**src/rtl/mul_err_profiler.sv**
```systemverilog
// Exhaustive operand sweep driving a multiplier under test, accumulating error metrics.
// Optional overflow counting is enabled by defining MUL_ERR_PROFILER_OVF_EN.
module mul_err_profiler #(
    parameter int WIDTH  = 6,
    parameter int SETTLE = 1
) (
    input  logic                 clk,
    input  logic                 rst_n,
    input  logic                 start,
    input  logic                 abort,
    output logic                 busy,
    output logic                 done,
    output logic [WIDTH-1:0]     mul_in1,
    output logic [WIDTH-1:0]     mul_in2,
    input  logic [2*WIDTH-1:0]   mul_out,
    input  logic                 mul_overflow,
    output logic [2*WIDTH:0]     err_count,
    output logic [4*WIDTH-1:0]   sum_err,
    output logic [2*WIDTH-1:0]   max_err,
    output logic [2*WIDTH:0]     ovf_count
);

    typedef enum logic [1:0] {
        IDLE,
        DRIVE,
        SAMPLE,
        DONE
    } state_t;

    localparam logic [WIDTH-1:0] ONE_W  = {{(WIDTH-1){1'b0}}, 1'b1};
    localparam logic [3:0]       CNT_MX = 4'(SETTLE - 1);

    state_t               state, state_n;
    logic [3:0]           cnt, cnt_n;
    logic [WIDTH-1:0]     a_n, b_n;
    logic                 busy_n, done_n;
    logic [2*WIDTH:0]     err_count_n;
    logic [4*WIDTH-1:0]   sum_err_n;
    logic [2*WIDTH-1:0]   max_err_n;
    logic [2*WIDTH-1:0]   exact, err;
    logic                 last_pair;

    // Full-width product so no error is ever truncated away
    assign exact = {{WIDTH{1'b0}}, mul_in1} * {{WIDTH{1'b0}}, mul_in2};
    assign err = (exact >= mul_out) ? (exact - mul_out)
                                    : (mul_out - exact);
    assign last_pair = (mul_in1 == '1) && (mul_in2 == '1);

`ifdef MUL_ERR_PROFILER_OVF_EN
    logic [2*WIDTH:0] ovf_count_n;
`else
    logic unused_ovf;
    assign unused_ovf = mul_overflow;
`endif

    always_comb begin
        state_n     = state;
        cnt_n       = cnt;
        a_n         = mul_in1;
        b_n         = mul_in2;
        busy_n      = busy;
        done_n      = done;
        err_count_n = err_count;
        sum_err_n   = sum_err;
        max_err_n   = max_err;
`ifdef MUL_ERR_PROFILER_OVF_EN
        ovf_count_n = ovf_count;
`endif
        unique case (state)
            IDLE, DONE: begin
                if (abort) begin
                    if (start) state_n = IDLE;
                end else if (start) begin
                    state_n     = DRIVE;
                    cnt_n       = '0;
                    a_n         = '0;
                    b_n         = '0;
                    busy_n      = 1'b1;
                    done_n      = 1'b0;
                    err_count_n = '0;
                    sum_err_n   = '0;
                    max_err_n   = '0;
`ifdef MUL_ERR_PROFILER_OVF_EN
                    ovf_count_n = '0;
`endif
                end
            end
            DRIVE: begin
                if (abort) begin
                    state_n = IDLE;
                    busy_n  = 1'b0;
                end else if (cnt == CNT_MX) begin
                    state_n = SAMPLE;
                    cnt_n   = '0;
                end else begin
                    cnt_n = cnt + 4'd1;
                end
            end
            SAMPLE: begin
                if (abort) begin
                    state_n = IDLE;
                    busy_n  = 1'b0;
                end else begin
                    err_count_n = err_count
                                + {{(2*WIDTH){1'b0}}, (err != '0)};
                    sum_err_n   = sum_err
                                + {{(2*WIDTH){1'b0}}, err};
                    if (err > max_err) max_err_n = err;
`ifdef MUL_ERR_PROFILER_OVF_EN
                    ovf_count_n = ovf_count
                                + {{(2*WIDTH){1'b0}}, mul_overflow};
`endif
                    if (last_pair) begin
                        state_n = DONE;
                        busy_n  = 1'b0;
                        done_n  = 1'b1;
                    end else begin
                        state_n = DRIVE;
                        b_n     = mul_in2 + ONE_W;
                        if (mul_in2 == '1) a_n = mul_in1 + ONE_W;
                    end
                end
            end
            default: state_n = IDLE;
        endcase
    end

    always_ff @(posedge clk or negedge rst_n) begin
        if (!rst_n) begin
            state     <= IDLE;
            cnt       <= '0;
            mul_in1   <= '0;
            mul_in2   <= '0;
            busy      <= 1'b0;
            done      <= 1'b0;
            err_count <= '0;
            sum_err   <= '0;
            max_err   <= '0;
        end else begin
            state     <= state_n;
            cnt       <= cnt_n;
            mul_in1   <= a_n;
            mul_in2   <= b_n;
            busy      <= busy_n;
            done      <= done_n;
            err_count <= err_count_n;
            sum_err   <= sum_err_n;
            max_err   <= max_err_n;
        end
    end

`ifdef MUL_ERR_PROFILER_OVF_EN
    always_ff @(posedge clk or negedge rst_n) begin
        if (!rst_n) ovf_count <= '0;
        else        ovf_count <= ovf_count_n;
    end
`else
    assign ovf_count = '0;
`endif

endmodule

```
**config.mk**
```make
export PLATFORM = sky130hd
export DESIGN_NAME = mul_err_profiler
export DESIGN_NICKNAME = d
export VERILOG_FILES = /design/src/rtl/mul_err_profiler.sv
export SDC_FILE = /design/constraint.sdc
export NUM_CORES = 1
export LEC_CHECK = 0
export ABC_AREA = 1
export CORE_ASPECT_RATIO = 1.1
export CORE_MARGIN = 3
export CORE_UTILIZATION = 40
export CTS_CLUSTER_DIAMETER = 60
export DETAILED_ROUTE_END_ITERATION = 8
export PLACE_DENSITY = 0.58
export SYNTH_ARGS = -nofsm -noshare
export SYNTH_HDL_FRONTEND = slang
export SYNTH_SLANG_ARGS = --single-unit
```
**constraint.sdc**
```tcl
create_clock -name clk -period 6.94 [get_ports clk]
set_clock_uncertainty 0.05 [all_clocks]
set_input_delay 1.388 -clock clk [delete_from_list [all_inputs] [get_ports clk]]
set_output_delay 1.388 -clock clk [all_outputs]
set_load 0.05 [all_outputs]
```
==> results.md <==
- Final GP Congestion: 0.860
- Rows: 50
- Vias in the first global route: 6194
- Placed cell count: 1359
- Synthesis-to-layout area growth: 19.9%
- Final Max Slew Viols: 0
- Die area: 19400 µm²
- Finished Layout Cells: 1375
- Critical Path End Type: register
- H-tree depth: 3
- EDFF count, synth: 0
- Seq/Total Area, Yosys: 0.243
- Die Ht: 146 µm
- Synthesis warning total: 0
- Most area-hungry cell type in the Yosys netlist: dfrtp_1
- Layout cells sized above 1: 0.0649
- Buffers and inverters on the worst path: 8
- Synthesized flop and latch total: 69
- Nets: 1249
- Largest stage delay, worst path: 0.54 ns
- Skew-Pair Late Insertion Delay: 0.35 ns
- PD cells: 220 nW/µm²
- Total GRT Usage: 0.183
- Share of Yosys cell area claimed by the top area cell type: 0.243
- Total negative slack: 0 ns
- Combinational power share: 0.477
- Int Pwr: 1030 µW
- Synthesized area: 7100 µm²
- WS Path Type: register to register
- Bufs on Longest Clock Path: 2
- Max Clk Rate: 0.156 GHz
- Residual DRC: 0
- Switch Pwr: 842 µW
- Crit-path slowest cell: fa_1
- Syn_area_per_cell: 6.76 µm²
- Hold Crit Class: register to register
- Status: finished, final reports clean
- WL/cell: 12.7 µm
- Ports: 93
- TritonCTS clock tree: done
- Mapped Cells: 1050
- Initial antenna violation count: 0
- Top post-synthesis cells by area: dfrtp_1 (24%), nand2_1 (16%), ha_1 (13%)
- CTS Sinks: 69
- Tcrit/Tclk final: 0.922
- LEAKAGE: 0.00459 µW
- Crit path max fanout: 11
- Clock share of power: 0.253
- Port Buffers: 78
- Min Clock Period, post-route: 6.40 ns
- CTS Buf Count: 9
- Unrepaired setup endpoints after global routing: false
- Vias/cell: 4.72
- Sw Share: 0.450
- CP most frequent cell: nand2_1
- Max-Cap Viols: 0
- Part of the power in registers: 0.270
- Final Hold Viols: 0
- Starting DRC count in detailed routing: 308
- Ant. Diodes: 0
- Worst EP required: 7.12 ns
- Cell family with most CP delay: adder cells
- Total number of vias: 6490
- Pin count of the biggest net entering global routing: 70
- Die width: 133 µm
- Critical Path AT: 6.57 ns
- Post-DP HPWL: 14200 µm
- First drt pass iteration count: 4
- Worst Slack Setup Final: 0.545 ns
- Congestion Overflow GR: 0
- # setup viols final: 0
- Synth async-reset ratio: 1.00
- Setup WS pre-CTS: 0.309 ns
- Relative max-transition margin: 0.413
- Final antenna-violating net count: 0
- Worst Tran Pin Value: 0.881 ns
- Worst-path clk slew: 0.06 ns
- Peak VDD IR: 0.000160 V
- Final WL: 17500 µm
- R2r setup slk: 0.54 ns
- Synth Flop Type: dfrtp_1
- Initial Util: 0.413
- Clk Tree Root Cell: clkbuf_16
- Startpoint types: register
- Core Region: 17200 µm²
- First-pass GRT wire length: 29300 µm
- Synth cell types: 48
==> sequential cells by signal, summed over array words and instances, names as in the netlist <==
register,flops
max_err,12
err_count,13
state,2
mul_in1,6
done,1
mul_in2,6
cnt,4
sum_err,24
busy,1
==> repair_timing <==
action	in CTS	in global routing
hold buffers	0	0
resized for setup	0	13
setup endpoints to repair	0	35
setup buffers	0	1
==> Yosys cell counts (2+ instances only) <==
master	n
a21oi_1	59
a22o_1	3
a31oi_1	2
a32o_1	2
buf_2	10
buf_4	14
clkbuf_1	10
dfrtp_1	69
fa_1	20
ha_1	75
inv_1	209
inv_2	4
nand2_1	299
nand2_2	4
nand3_1	54
nand4_1	17
nor2_1	68
nor2_2	6
nor3_1	12
nor4_2	2
o211ai_1	2
o21a_1	4
o21ai_0	43
o21ai_1	4
o21bai_1	4
o22ai_1	9
o31ai_1	3
or2_2	3
xnor2_1	8
xor2_1	13
==> stage by stage <==
| step | util | area (µm²) | power [µW] | hold WS, ns |
|---|---|---|---|---|
| after global routing | 0.495 | 8510 | 2000 | 0.495 |
| after global placement | 0.474 | 8160 | 1390 | 0.439 |
| final | 0.495 | 8510 | 1870 | 0.451 |
| after CTS | 0.492 | 8460 | 1870 | 0.460 |
| after floorplan | - | 7140 | 1150 | 0.448 |
| after detailed placement | 0.474 | 8160 | 1400 | 0.435 |
==> tightest hold or removal path, stage by stage, from the launching register on <==
cell	delay [ns]
dfrtp_1	0.36
nand2_1	0.06
nand2_1	0.05
==> cell families after synthesis <==
| logic type | count (synthesis) | share of synthesized area |
|---|---|---|
| and+or+nand+nor | 476 | 0.290 |
| buffers and inverters | 249 | 0.143 |
| AOI/OAI and AO/OA | 139 | 0.109 |
| adders and majority gates | 95 | 0.189 |
| DFF | 69 | 0.243 |
| xor gates and xnor gates | 21 | 0.0259 |
| other | 1 | 0.000528 |
==> metal layers <==
metal | global-route usage | part of all wire | routed length, µm | vias up
met4 | 0.0353 | 0.0073 | 127 | 0
li1 | - | - | - | 3439
met3 | 0.0301 | 0.035 | 615 | 8
met5 | 0 | 0 | 0 | -
met1 | 0.244 | 0.47 | 8190 | 2946
met2 | 0.315 | 0.49 | 8540 | 97
==> layout make-up <==
class                   instances  area (µm²)
multi-input cells             744        4450
clock buffers                  12         256
flip-flops and latches         69        1730
repair buffers                100         943
well taps                     234         293
fillers                      1786        8690
inverters                     213         800
clock inverters                 3        45.0
==> power groups by stage <==
stage | Combinational [µW] | Sequential, µW | Clock [µW]
2_1_floorplan | 479 | 667 | 0
3_3_place_gp | 881 | 512 | 0
3_5_place_dp | 885 | 512 | 0
4_1_cts | 889 | 505 | 480
5_1_grt | 986 | 514 | 500
6_report | 892 | 505 | 473
==> cell usage in the layout, fill, tap and decap left out, types with 3 or more instances in the layout <==
cell type        Yosys  routed
nand2_1            299     298
inv_1              209     209
clkdlybuf4s50_1      0      77
ha_1                75      72
nor2_1              68      67
dfrtp_1             69      66
a21oi_1             59      59
nand3_1             54      54
o21ai_0             43      41
buf_4               14      23
fa_1                20      20
nand4_1             17      17
xor2_1              13      13
conb_1               1      13
nor3_1              12      12
o22ai_1              9       9
clkbuf_16            0       9
nor2_2               6       7
xnor2_1              8       7
o21ai_1              4       6
nand2_2              4       5
o21bai_1             4       4
inv_2                4       4
o21a_1               4       4
or2_2                3       3
o31ai_1              3       3
a22o_1               3       3
dfrtp_2              0       3
==> final timing paths <==
| path | startpoint | depth (start not counted) | endpoint |
|---|---|---|---|
| setup / recovery | mul_in1[3]$_DFFE_PN0P_ | 36 | sum_err[18]$_DFFE_PN0P_ |
| hold / removal | done$_DFFE_PN0P_ | 2 | done$_DFFE_PN0P_ |
| setup reg to reg | mul_in1[3]$_DFFE_PN0P_ | 36 | sum_err[18]$_DFFE_PN0P_ |
| hold reg to reg | done$_DFFE_PN0P_ | 2 | done$_DFFE_PN0P_ |
| max in group asynchronous | rst_n | 1 | mul_in1[4]$_DFFE_PN0P_ |
| min in group asynchronous | rst_n | 1 | max_err[11]$_DFFE_PN0P_ |
Note: power is estimated with default switching activity, not from simulation.
